==> src/rtl/servo_pos_ctrl.sv <==
// servo_pos_ctrl: command stage in front of the servo PWM generator.
// Synchronises and debounces the raw active-low button, steps a position
// index through NUM_POS positions with wrap-around (auto-repeat while held),
// and commits the matching PWM high time only at a PWM frame boundary.
//
// Ports:
//   clk         system clock
//   rst         synchronous reset, active-high
//   boton_n     raw button, active-low, asynchronous, bouncy
//   frame_start one-cycle pulse at the start of each PWM frame
//   pulse_width committed PWM high time in clk cycles
//   pos_idx     committed position index
//   step_pulse  one-cycle pulse on each accepted step (press or repeat)
//   pw_update   one-cycle pulse in the cycle pulse_width changes
module servo_pos_ctrl #(
  parameter int DEBOUNCE_CYC = 1_000_000,
  parameter int HOLD_CYC     = 25_000_000,
  parameter int NUM_POS      = 3,
  parameter int MIN_PW       = 50_000,
  parameter int STEP_PW      = 25_000
) (
  input  logic        clk,
  input  logic        rst,
  input  logic        boton_n,
  input  logic        frame_start,
  output logic [19:0] pulse_width,
  output logic [3:0]  pos_idx,
  output logic        step_pulse,
  output logic        pw_update
);

  localparam logic [24:0] DEB_TERM  = 25'(DEBOUNCE_CYC - 1);
  localparam logic [24:0] HOLD_TERM = 25'(HOLD_CYC - 1);
  localparam logic [3:0]  LAST_IDX  = 4'(NUM_POS - 1);
  localparam logic [19:0] MIN_W     = 20'(MIN_PW);
  localparam logic [19:0] STEP_W    = 20'(STEP_PW);

  typedef enum logic [1:0] {S_IDLE, S_ARM, S_HELD, S_REL} state_t;

  state_t      r_state, w_state_nxt;
  logic [24:0] r_cnt, w_cnt_nxt;
  logic        r_sync1, r_sync2;
  logic        w_btn;
  logic        w_step;
  logic [3:0]  r_pend_idx, w_next_idx;
  logic        r_pend;
  logic        w_commit;
  logic [19:0] w_next_pw;
  logic [19:0] r_pw;
  logic [3:0]  r_pos;
  logic        r_upd;

  // Synchroniser flops reset to 1 so the button reads as released.
  always_ff @(posedge clk) begin
    if (rst) begin
      r_sync1 <= 1'b1;
      r_sync2 <= 1'b1;
    end else begin
      r_sync1 <= boton_n;
      r_sync2 <= r_sync1;
    end
  end

  assign w_btn = ~r_sync2;

  always_ff @(posedge clk) begin
    if (rst) begin
      r_state <= S_IDLE;
      r_cnt   <= '0;
    end else begin
      r_state <= w_state_nxt;
      r_cnt   <= w_cnt_nxt;
    end
  end

  always_comb begin
    w_state_nxt = r_state;
    w_cnt_nxt   = r_cnt + 25'd1;
    w_step      = 1'b0;
    case (r_state)
      S_IDLE: begin
        w_cnt_nxt = '0;
        if (w_btn) w_state_nxt = S_ARM;
      end
      S_ARM: begin
        if (!w_btn) begin
          w_state_nxt = S_IDLE;
          w_cnt_nxt   = '0;
        end else if (r_cnt == DEB_TERM) begin
          w_state_nxt = S_HELD;
          w_step      = 1'b1;
          w_cnt_nxt   = '0;
        end
      end
      S_HELD: begin
        if (!w_btn) begin
          w_state_nxt = S_REL;
          w_cnt_nxt   = '0;
        end else if (r_cnt == HOLD_TERM) begin
          w_step    = 1'b1;
          w_cnt_nxt = '0;
        end
      end
      S_REL: begin
        // A bounce back to pressed resumes holding without a new step.
        if (w_btn) begin
          w_state_nxt = S_HELD;
          w_cnt_nxt   = '0;
        end else if (r_cnt == DEB_TERM) begin
          w_state_nxt = S_IDLE;
          w_cnt_nxt   = '0;
        end
      end
      default: begin
        w_state_nxt = S_IDLE;
        w_cnt_nxt   = '0;
      end
    endcase
  end

  // The index that will be pending after this edge; a step firing in a
  // frame_start cycle is folded into that same commit.
  always_comb begin
    w_next_idx = r_pend_idx;
    if (w_step) w_next_idx = (r_pend_idx == LAST_IDX) ? '0 : r_pend_idx + 4'd1;
    w_commit  = frame_start & (r_pend | w_step);
    w_next_pw = MIN_W + STEP_W * {16'd0, w_next_idx};
  end

  always_ff @(posedge clk) begin
    if (rst) begin
      r_pend_idx <= '0;
      r_pend     <= 1'b0;
      r_pos      <= '0;
      r_pw       <= MIN_W;
      r_upd      <= 1'b0;
    end else begin
      r_upd      <= 1'b0;
      r_pend_idx <= w_next_idx;
      if (w_commit) begin
        r_pos  <= w_next_idx;
        r_pw   <= w_next_pw;
        r_upd  <= (w_next_pw != r_pw);
        r_pend <= 1'b0;
      end else if (w_step) begin
        r_pend <= 1'b1;
      end
    end
  end

  assign pulse_width = r_pw;
  assign pos_idx     = r_pos;
  assign step_pulse  = w_step;
  assign pw_update   = r_upd;

endmodule

==> config.mk <==
export PLATFORM = sky130hd
export DESIGN_NAME = servo_pos_ctrl
export DESIGN_NICKNAME = d
export VERILOG_FILES = /design/src/rtl/servo_pos_ctrl.sv
export SDC_FILE = /design/constraint.sdc
export NUM_CORES = 1
export LEC_CHECK = 0
export ABC_AREA = 1
export CAP_MARGIN = 0
export CORE_ASPECT_RATIO = 0.5
export CORE_MARGIN = 10
export CORE_UTILIZATION = 58
export DETAILED_ROUTE_END_ITERATION = 16
export DONT_BUFFER_PORTS = 1
export GPL_ROUTABILITY_DRIVEN = 1
export PLACE_DENSITY_LB_ADDON = 0.05
export SLEW_MARGIN = 15
export SYNTH_ARGS = -nofsm -noshare
export SYNTH_HDL_FRONTEND = slang
export SYNTH_SLANG_ARGS = --single-unit
==> constraint.sdc <==
create_clock -name clk -period 4.2 [get_ports clk]
set_input_delay 0.84 -clock clk [delete_from_list [all_inputs] [get_ports clk]]
set_output_delay 0.84 -clock clk [all_outputs]
set_load 0.02 [all_outputs]
* After elaboration in Yosys (flattened, before gate mapping)
Cells that the tools add are included. W data, S select, Z words.
Word-level totals: register bits 59, input bits 4, output and inout port bits 26
Cells by class: add/sub/neg operators 3, multiply operators 1, eq/ne operators 11, mux-type cells 20, bitwise operators 3, reductions and logical operators 4
Operator list (number):
- $mux W25 | 5
- $pmux W25 S4 | 1
- $add A25 B1 Y25 const B | 1
- $eq A25 B20 Y1 const B | 1
- $eq A25 B25 Y1 const B | 1
- $add A16 B19 Y20 const A | 1
- $ne A20 B20 Y1 | 1
- $mul A12 B4 Y16 const A | 1
- $mux W2 | 6
- $mux W4 | 2
- $pmux W2 S4 | 1
- $ne A3 B3 Y1 const B | 2
- $add A4 B1 Y4 const B | 1
- $eq A2 B2 Y1 const B | 2
- $eq A4 B2 Y1 const B | 1
- $mux W1 | 4
- $ne A2 B2 Y1 const B | 2
- $reduce_and A4 Y1 | 1
- $reduce_or A2 Y1 | 2
- $eq A2 B1 Y1 const B | 1
- $logic_not A2 Y1 | 1
- $pmux W1 S2 | 1
- $and A1 B1 Y1 | 1
- $not A1 Y1 | 1
- $or A1 B1 Y1 | 1

* Logic depth before layout (Yosys ltp)
word-level depth 8, depth in mapped cells 34, depth with buffers taken out 34

* Worst setup path after synthesis
Ideal clock, no wire load.
kind reg2reg, start register r_cnt[0], end register r_upd, in the netlist pw_update, data arrival time 4441 ps, path slack -357 ps, cell stages (with the launch flop) 34, buffers on the path 0, period minus slack after synthesis 4557 ps, cell sequence dfxtp_1 > ha_1 > nand2_1 > nor2_1 > nand2_1 > nor2_1 > nand3_1 > nand2_2 > nand4_1 > or2_2 > xor2_1 > inv_1 > ha_1 > xnor2_1 > ha_1 > a31o_2 > ha_1 > nand3_1 > nand2_1 > xnor2_1 > nand3_1 > nand2_1 > nor2_1 > nand2_1 > nand2_1 > xor2_1 > nor2_1 > nand2_1 > nor2_1 > nand3_1 > nor2_1 > nand3_1 > nor2_2 > a21oi_2
On the way: cells in the longest elaborated chain, start to end 8, elaborated cells between the ends (all ways) 15, classes of those cells add/sub: 1; mul: 1; eq/ne: 3; mux: 6; bitwise: 3; reduce/logical: 1
Ends and longest elaborated chain:
- start: declaration | line 41 | logic [24:0] r_cnt, w_cnt_nxt;
- start signal: assignment | line 72 | r_cnt <= w_cnt_nxt;
- $eq A25 B25 Y1 or $eq A25 B20 Y1 (tied branches) | line 99, 89
- $mux W1, on equally long branches | line 99, 89
- $mux W1, on equally long branches | line 96, 86
- $pmux W1 S2 * | line 80 | case (r_state)
- $mux W4 * | line 125 | if (w_step) w_next_idx = (r_pend_idx == LAST_IDX) ? '0 : r_pend_idx + 4'd1;
- named net w_next_idx[3] | line 45 | logic [3:0] r_pend_idx, w_next_idx;
- $mul A12 B4 Y16 * | line 127 | w_next_pw = MIN_W + STEP_W * {16'd0, w_next_idx};
- $add A16 B19 Y20 * | line 127
- $ne A20 B20 Y1 * | line 143 | r_upd <= (w_next_pw != r_pw);
- end signal: assignment | line 143
- end: declaration | line 51 | logic r_upd;
Mark *: on every way through the listed nets, which the timed path passes. The rest lies on a longest branch. A chain may end at the register's enable or synchronous reset.

* Worst setup path in the final report
start register r_cnt[13], end register r_upd, in the netlist pw_update
The elaborated chain is that of the path after synthesis.

==> impl_metrics.tcl <==
set metrics [dict create \
    clock-root-buffer "clkbuf_16" \
    status "finished with violations" \
    rsz0062_at_grt "true" \
    routed.top_layer "met4" \
    synth_compound_area_share_pct 8.74 \
    num_vias 3968 \
    htree_levels 2 \
    track_usage_pct 19.1 \
    die-area_sq_um 10300 \
    grt_max_degree 25 \
    clock-sinks 55 \
    place.gp.congestion 0.910 \
    fin_skew_ps 5.74 \
    die_w_um 134 \
    worst_slack_ps -346 \
    drt-pass1-iter-count 6 \
    grt_pass1_wl_mm 16.7 \
    critical_path.max_stage_delay_ps 390 \
    io_buffers 0 \
    power.total_mw 1.09 \
    diodes 0 \
    synthSimpleGateAreaFrac_pct 38.7 \
    ys_seq_elements 55 \
    cts_tree "done" \
    violations "setup timing" \
    synth_fa_ha_area_share_pct 8.31 \
    synth_flop_cell "dfxtp_1" \
    vias_per_cell 5.44 \
    synth.distinct_cells 46 \
    synth_top_family_by_area "simple AND/OR/NAND/NOR gates" \
    clock_path_buffers 2 \
    cts_buffers 5 \
    synth_xor_area_share_pct 5.08 \
    drive_gt1_share_pct 29.0 \
    finalSetupViolCount 6 \
    cp-start-kind "flip-flop" \
    rows 20 \
    relSlewSlack_pct 43.5 \
    cp_data_arrival_time_ps 4720 \
    avgRoutedWirePerCell_um 14.5 \
    path_clk_slew_ps 80 \
    die_h_um 77.0 \
    ant_nets 0 \
    initial_utilization_pct 60.9 \
    io_pins 30 \
    period_share_pct 108 \
    grt_antenna_before_repair 0 \
    finish.utilization_pct 79.5 \
    synth.area.mux_share_pct 0 \
    ys_warn_count 0 \
    crit_path_max_fanout 4 \
    critPathKind "flip-flop to flip-flop" \
    seq_area_frac_synth_pct 29.2 \
    finalInstanceArea_sq_um 4920 \
    drv_slew 0 \
    synthCells 556 \
    final-hold-violation-count 0 \
    area_growth_pct 30.6 \
    worst_pin_slew_ps 846 \
    holdCritPathClass "flip-flop to flip-flop" \
    path_common_cell "nand3_1" \
    synth_edf_count 0 \
    wl_mm 10.6 \
    coreArea_sq_um 6180 \
    dp_hpwl_mm 7.26 \
    hold_buffers 0 \
    post-place-ws_ps -301 \
    crit_buf_inv 3 \
    cp-end-kind "flip-flop" \
    netlist_area_sq_um 3760 \
    wl_met3_um 545 \
    fin_crit_ps 4550 \
    drc 0 \
    drt_iter0_drc 261 \
    syn_avg_cell_area_sq_um 6.77 \
    wl_met1_mm 4.60 \
    placed_cell_area_sq_um 4520 \
    fmax_mhz 220 \
    clock_latency_ps 300 \
    fin_nets 670 \
    cap_violations 0 \
    met2_wirelength_mm 5.23 \
    critical_path.top_delay_family "simple AND/OR/NAND/NOR gates" \
    cp_data_required_time_ps 4370 \
    grt-ovfl-total 0 \
    finalSetupTns_ps -686 \
    power_leakage_nw 2.27 \
    p_per_area_nw_per_um2 223 \
    async_flop_share_pct 0 \
    grt_pass1_vias 3723 \
    peakVddDrop_uv 183 \
    crit_path_top_delay_cell "dfxtp_1" \
]
per-layer routing:
metal  vias to the layer above  track usage, %
met3                        31            5.85
met5                         -               0
met1                      1851            21.1
li1                       1979               -
met4                         0            5.72
met2                       107            34.3
logic make-up (layout without fill, tap and decap cells):
kind of cell,Yosys count,in the layout
other,1,3
DFF,55,55
AOI/OAI and AO/OA,54,54
adders and majority gates,25,25
and+or+nand+nor,308,308
xor gates and xnor gates,21,21
buffers and inverters,92,176
cells in the final DEF, fill, tap and decap left out, drive strengths merged, types with 2 or more instances in the layout:
cell,n
nor2,74
dfxtp,55
xor2,15
inv,83
clkinv,2
nor3,15
clkbuf,5
or2,7
xnor2,6
o22ai,8
o21ai,15
nand3,51
nand3b,7
nor4,8
nand4,13
a211oi,3
a21oi,17
buf,86
a22oi,2
ha,25
o21a,2
nand2,130
conb,3
cell type report:
type                            count  area [sq um]
Tap cell                           88           110
Sequential cell                    55          1100
Inverter                           82           308
Fill cell                         421          1260
Timing Repair Buffer               86           646
Clock buffer                        5           125
Clock inverter                      3          28.8
Multi-Input combinational cell    411          2590
what timing repair did:
action                                  4_1_cts  5_1_grt
pin swaps                                    17       17
gates cloned                                  0        0
gates resized for setup                      17       29
setup buffers                                 6        1
endpoints found under the setup margin        6        8
worst reg2reg max path: cells and delay by family, from the launching register on:
| family | cells | cell delay [ps] |
|---|---|---|
| flip-flops | 1 | 390 |
| AO/OA/AOI/OAI | 2 | 280 |
| buffers and inverters | 3 | 370 |
| adder cells (fa/ha/maj) | 3 | 660 |
| AND/OR/NAND/NOR | 21 | 2190 |
| XOR/XNOR | 3 | 520 |
metrics by stage:
step / cells / hold slack, ps
floorplan: 558 / 389
global placement: 715 / 392
detailed placement: 715 / 406
CTS: 729 / 423
global route: 730 / 432
finish: 730 / 417
synth_stat cells (3+ instances only):
master,instances,area [sq um]
a211oi_1,3,22.5
a21oi_1,15,75.1
buf_4,4,30.0
clkbuf_1,3,11.3
dfxtp_1,55,1100
ha_1,25,313
inv_1,78,293
inv_2,4,15.0
nand2_1,117,439
nand2_2,11,68.8
nand3_1,47,235
nand3_2,3,30.0
nand3b_1,6,45.0
nand4_1,13,81.3
nor2_1,68,255
nor2_2,5,31.3
nor3_1,13,65.1
nor4_1,8,50.1
o21ai_0,14,70.1
o22ai_1,8,50.1
or2_2,7,43.8
xnor2_1,6,52.6
xor2_1,14,123
power breakdown:
group          internal (mW)  switching (mW)  leakage (nW)
logic                 0.0544          0.0601          1.75
clock network          0.228           0.216        0.0759
registers              0.529         0.00656         0.445
total                  0.812           0.282          2.27
path summary, 6_finish.rpt:
| kind | slack [ps] | endpoint | from | cells past startpoint |
|---|---|---|---|---|
| hold reg to reg | 420 | r_sync2 | r_sync1 | 1 |
| setup / recovery | -350 | pw_update | r_cnt[13] | 32 |
| setup reg to reg | -350 | pw_update | r_cnt[13] | 32 |
| hold / removal | 420 | r_sync2 | r_sync1 | 1 |
state kept, by name (all words and copies together), names as in the netlist, 4 cells and up, named ones only:
name	count
r_cnt	25
pos_idx	4
r_pend_idx	4
pulse_width	16
Note: power is estimated with default switching activity, not from simulation.
==> RTL change 1 (same settings) <==
Encoding of `state_t`: now one-hot (4 bits for 4 states).
--- a/src/rtl/servo_pos_ctrl.sv
+++ b/src/rtl/servo_pos_ctrl.sv
@@ -35,7 +35,7 @@
   localparam logic [19:0] MIN_W     = 20'(MIN_PW);
   localparam logic [19:0] STEP_W    = 20'(STEP_PW);
 
-  typedef enum logic [1:0] {S_IDLE, S_ARM, S_HELD, S_REL} state_t;
+  typedef enum logic [3:0] {S_IDLE = 4'b0001, S_ARM = 4'b0010, S_HELD = 4'b0100, S_REL = 4'b1000} state_t;
 
   state_t      r_state, w_state_nxt;
   logic [24:0] r_cnt, w_cnt_nxt;
Formal check against the unedited RTL: no difference found for any inputs over 10 cycles, from zero or initial values and one cycle with rst high; not proved beyond that.
==> RTL change 1 against the original RTL <==
  * The run still ends with setup timing left
  * Cell area up 4.3%
  * Power up 26%
  * Wire length down 4.0%
  * Die area up 5.0%
  * Worst setup slack better by 0.32 ns
  * Sequential cell count up 2
  * Area after synthesis up 6.3%
  * Critical path depth up 2
  * Critical endpoint unchanged
  * Largest power group is now clock
==> RTL change 1: results (changes against the original RTL) <==
Run status
  • Status: finished, violations left
  • Failing checks: setup timing

Final layout
  • Share of layout cells above drive strength 1: 0.265 (-0.0242)
  • Fin nets: 697 (+4.0%)

STA
  • Clock skew: 0.00631 ns (+0.000566 ns)
  • Fin Hold WS: 0.405 ns (-0.0119 ns)
  • Worst setup margin: -0.0221 ns (+0.324 ns)
  • Count of final setup violators: 1 (-5)
  • Rel. slew slack: 0.458 (+0.0228)

Clocking
  • Clk_lat worst skew: 0.34 ns (+0.04 ns)
  • Num CTS Buffers: 9 (+4)
  • Worst-path clk slew: 0.05 ns (-0.03 ns)

Global routing
  • Maximum number of pins on one net before global-route repair: 15 (-40%)
  • First-pass GRT wire length: 16800 um (+0.41%)
  • Vias in the first global route: 3749 (+0.70%)
  • GR Util All Layers: 0.187 (-0.00306)

Route
  • Final wirelength: 10200 um (-4.0%)
  • Wl on met1: 4510 um (-1.9%)
  • Initial DRC count: 190 (-27%)
  • Met2 WL: 4900 um (-6.3%)
  • Via Count: 4015 (+1.2%)
  • Drt first pass iters: 5 (-1)

Logic synthesis
  • Register area share after synthesis: 0.285 (-0.00728)
  • Most frequent cells after synthesis: nand2_1, inv_1, nor2_1
  • Cell variety after synth: 44 (-4.3%)
  • Top_reg_cell synth: dfxtp_1

Setup path
  • R2R setup slack: -0.02 ns (+0.32 ns)
  • Critical Path Start: r_cnt[0]
  • Slowest stage delay, CP: 0.35 ns (-0.04 ns)
  • Reg2Reg Depth: 34 (+6.3%)
  • WP data arrival: 4.43 ns (-0.29 ns)

Power and ir drop
  • Switching Fraction: 0.241 (-0.0166)
  • Maximum vdd drop: 183 uV (-0.48%)
  • P_clk: 729 uW (+64%)
  • Leakage: 0.00242 uW (+6.5%)
  • Tot Pwr: 1380 uW (+26%)
  • Combinational share of power: 0.060 (-0.045)

Place
  • Post-DP Area: 4530 um^2 (+0.22%)
  • DP Worst Slack: -0.240 ns (+0.0609 ns)
RTL change 1: cell types whose count changed after synthesis, moves of 3 or more:
| cell | delta |
|---|---|
| ha_1 | -5 |
| nand3_2 | +3 |
| a21oi_1 | +5 |
| nor2_1 | -6 |
| nand2_4 | +7 |
| nand2_1 | +17 |
| xor2_1 | -5 |
| a31oi_1 | +3 |
| nand3b_1 | -4 |
| nor2_2 | +3 |
| inv_1 | +17 |
| nor3_1 | -4 |
| nand3_1 | +8 |
RTL change 1: kinds of logic (layout without fill, tap and decap cells):
logic type	count (synthesis)	in the layout	synth area share
other cells	1	3	0.000937
buf+inv	110	186	0.111
xor+xnor	14	14	0.0306
fa+ha+maj	20	20	0.0625
compound gates	64	64	0.0951
simple gates	334	334	0.415
flops	57	57	0.285
RTL change 1: per-stage QoR:
| stage | setup TNS, ns | cells |
|---|---|---|
| floorplan | 0 | 602 |
| global placement | -0.0906 | 742 |
| detailed placement | -0.288 | 742 |
| global route | -0.653 | 770 |
| CTS | 0 | 763 |
| finish | -0.0221 | 770 |
RTL change 1: final cells by class:
class | instances | area, um^2 | area share
timing repair buffer | 71 | 537 | 0.105
multi-input combinational | 435 | 2660 | 0.519
clock inverter | 6 | 68.8 | 0.0134
clock buffer | 10 | 229 | 0.0447
tap | 92 | 115 | 0.0225
inverter | 99 | 374 | 0.0730
sequential | 57 | 1140 | 0.223
RTL change 1: routing by layer:
metal,vias to the layer above,global-route usage
met5,-,0
li1,2087,-
met3,13,0.0503
met2,74,0.320
met4,0,0.0669
met1,1841,0.223
RTL change 1: timing repair:
action | in CTS | in global routing
setup endpoints to repair | 5 | 6
setup buffers | 5 | 7
resized for setup | 26 | 19
pin swaps | 14 | 11
==> RTL change 2 (config.mk and constraints unchanged) <==
Made on the original files. Change the parameter `DEBOUNCE_CYC` from 1_000_000 to 500_000.
--- a/src/rtl/servo_pos_ctrl.sv
+++ b/src/rtl/servo_pos_ctrl.sv
@@ -13,7 +13,7 @@
 //   step_pulse  one-cycle pulse on each accepted step (press or repeat)
 //   pw_update   one-cycle pulse in the cycle pulse_width changes
 module servo_pos_ctrl #(
-  parameter int DEBOUNCE_CYC = 1_000_000,
+  parameter int DEBOUNCE_CYC = 500_000,
   parameter int HOLD_CYC     = 25_000_000,
   parameter int NUM_POS      = 3,
   parameter int MIN_PW       = 50_000,
Function: same outputs for any inputs over 10 cycles, from zero or initial values and one cycle with rst high; that may be too few to reach the edited logic, so the function may still have changed.
==> RTL change 2 against the original RTL <==
  * Highest routed layer unchanged
  * Wire length increased by 22%
  * Synthesized cell count increased by 6.1%
  * Global-route usage is 1.1 points higher
  * Critical endpoint unchanged
  * Sequential cell count is the same
  * The run still ends with setup timing left
  * Area after synthesis grew 2.2%
  * Worst setup slack worse by 0.024 ns
  * Cell area rose by 8.9%
Power is not compared: it rests on default switching activity, and its combinational part moved more than twofold at a synthesized area within 25%.
==> RTL change 2: results (changes against the original RTL) <==
Power and ir drop
  • Leakage: 0.00246 uW
  • Maximum vdd drop: 221 uV

Clocking
  • Num CTS Buffers: 5 (unchanged)
  • H-tree depth: 2 (unchanged)
  • Worst-path clk slew: 0.07 ns
  • Clk buf depth: 2 (unchanged)
  • Clk_lat worst skew: 0.30 ns (about the same)

Setup path
  • CP max-delay cell: dfxtp_2
  • Slowest stage delay, CP: 0.35 ns (-0.04 ns)
  • Critical Path Start: r_cnt[1]
  • Reg2Reg Depth: 35 (+9.4%)
  • Worst path required time: 4.37 ns (about the same)
  • Crit-path max FO: 4 (unchanged)
  • Worst reg2reg endpoint: pw_update

Logic synthesis
  • Most frequent cells after synthesis: nand2_1, nor2_1, inv_1
  • Cell variety after synth: 43 (-6.5%)
  • Top_reg_cell synth: dfxtp_1
  • Synth top area cells: dfxtp_1, nand2_1, nor2_1
  • Asr flop ratio synth: 0 (unchanged)
  • Synth warnings: 0 (unchanged)
  • Register area share after synthesis: 0.286 (-0.00637)

Place
  • DP Worst Slack: -0.408 ns (-0.107 ns)
  • GP Congestion: 0.870 (-4.4%)
  • Detailed Place HPWL: 7190 um (-0.92%)

Route
  • Initial DRC count: 417 (+60%)
  • Final wirelength: 13000 um (+22%)
  • Drt first pass iters: 6 (unchanged)
  • Vias/cell: 5.76 (+6.1%)

Run status
  • Status: finished, violations left
  • Failing checks: setup timing

Global routing
  • First-pass GRT wire length: 18000 um (+7.6%)
  • Initial antenna violation count: 0 (unchanged)
  • GR Util All Layers: 0.201 (+0.0107)
  • Vias in the first global route: 3952 (+6.2%)
  • Maximum number of pins on one net before global-route repair: 26 (+4.0%)

STA
  • Worst setup margin: -0.371 ns (-0.0242 ns)
  • Count of final setup violators: 7 (+1)
  • Fin Hold WS: 0.415 ns (-0.00235 ns)
  • Rel. slew slack: 0.430 (-0.00490)
  • Clock skew: 0.0107 ns (+0.00499 ns)

Final layout
  • Share of layout cells above drive strength 1: 0.346 (+0.0565)
  • Largest register FFs: 25 (unchanged)
  • Largest reg by FF count: r_cnt
  • Fin nets: 729 (+8.8%)

Hold path
  • Hold EP: r_sync2
  • Worst Hold Launch: r_sync1
  • Tightest Hold Check Type: flip-flop to flip-flop
==> RTL change 2: changes by cell type after synthesis, sizes merged, moves of 6 or more <==
| cell | delta |
|---|---|
| inv | +7 |
| nand2 | +27 |
| nand3 | +6 |
| nor2 | +20 |
| nor3 | -9 |
| nor4 | -7 |
==> RTL change 2: worst max-delay path by stage <==
stage / to / slack, ns / cells past startpoint
floorplan: pw_update / 0.008 / 36
global placement: pw_update / -0.25 / 35
detailed placement: pw_update / -0.41 / 34
CTS: pw_update / -0.18 / 36
global route: pw_update / -0.64 / 37
finish: pw_update / -0.37 / 35
==> RTL change 2: cells by family after synthesis <==
kind of cell	count (synthesis)	share of synthesized area
other	1	0.000974
xor gates and xnor gates	25	0.0605
and+or+nand+nor	339	0.396
AOI/OAI and AO/OA	46	0.0725
buffers and inverters	98	0.0995
DFF	55	0.286
adders and majority gates	26	0.0845
==> RTL change 2: area by class of cell <==
class	count	area [um^2]
clock buffers	5	125
clock inverters	2	13.8
fillers	356	905
inverters	89	339
multi-input cells	439	2830
flip-flops and latches	55	1120
well taps	88	110
repair buffers	109	822
==> RTL change 2: routing by layer <==
| layer | vias to the layer above | track usage | share of wire |
|---|---|---|---|
| met5 | - | 0 | 0 |
| met4 | 0 | 0.0577 | 0.051 |
| met3 | 89 | 0.0508 | 0.085 |
| met2 | 282 | 0.359 | 0.47 |
| met1 | 2087 | 0.233 | 0.40 |
| li1 | 2079 | - | - |
==> RTL change 2: power by group through the flow <==
stage                     clock network (uW)  logic [uW]  registers, uW
after floorplan                            0        23.6            538
after global placement                     0        33.7            538
after detailed placement                   0        34.4            539
after CTS                                421        34.7            526
after global routing                     452        40.7            526
final                                    426        38.2            526
==> RTL change 2: timing repair <==
item / 4_1_cts / 5_1_grt
gates resized for setup: 37 / 74
pin swaps: 24 / 45
endpoints found under the setup margin: 6 / 10
setup buffers: 12 / 7
hold buffers: 0 / 0
==> RTL change 2: stage by stage <==
stage               cells  area (um^2)  TNS (ns)  total power, uW  utilization
global route          787         5350     -2.28             1020        0.855
CTS                   780         5020    -0.183              982        0.803
detailed placement    761         4630    -0.549              573        0.741
finish                787         5350    -0.735              990        0.855
global placement      761         4630    -0.249              572        0.741
floorplan             592         3900         0              562            -
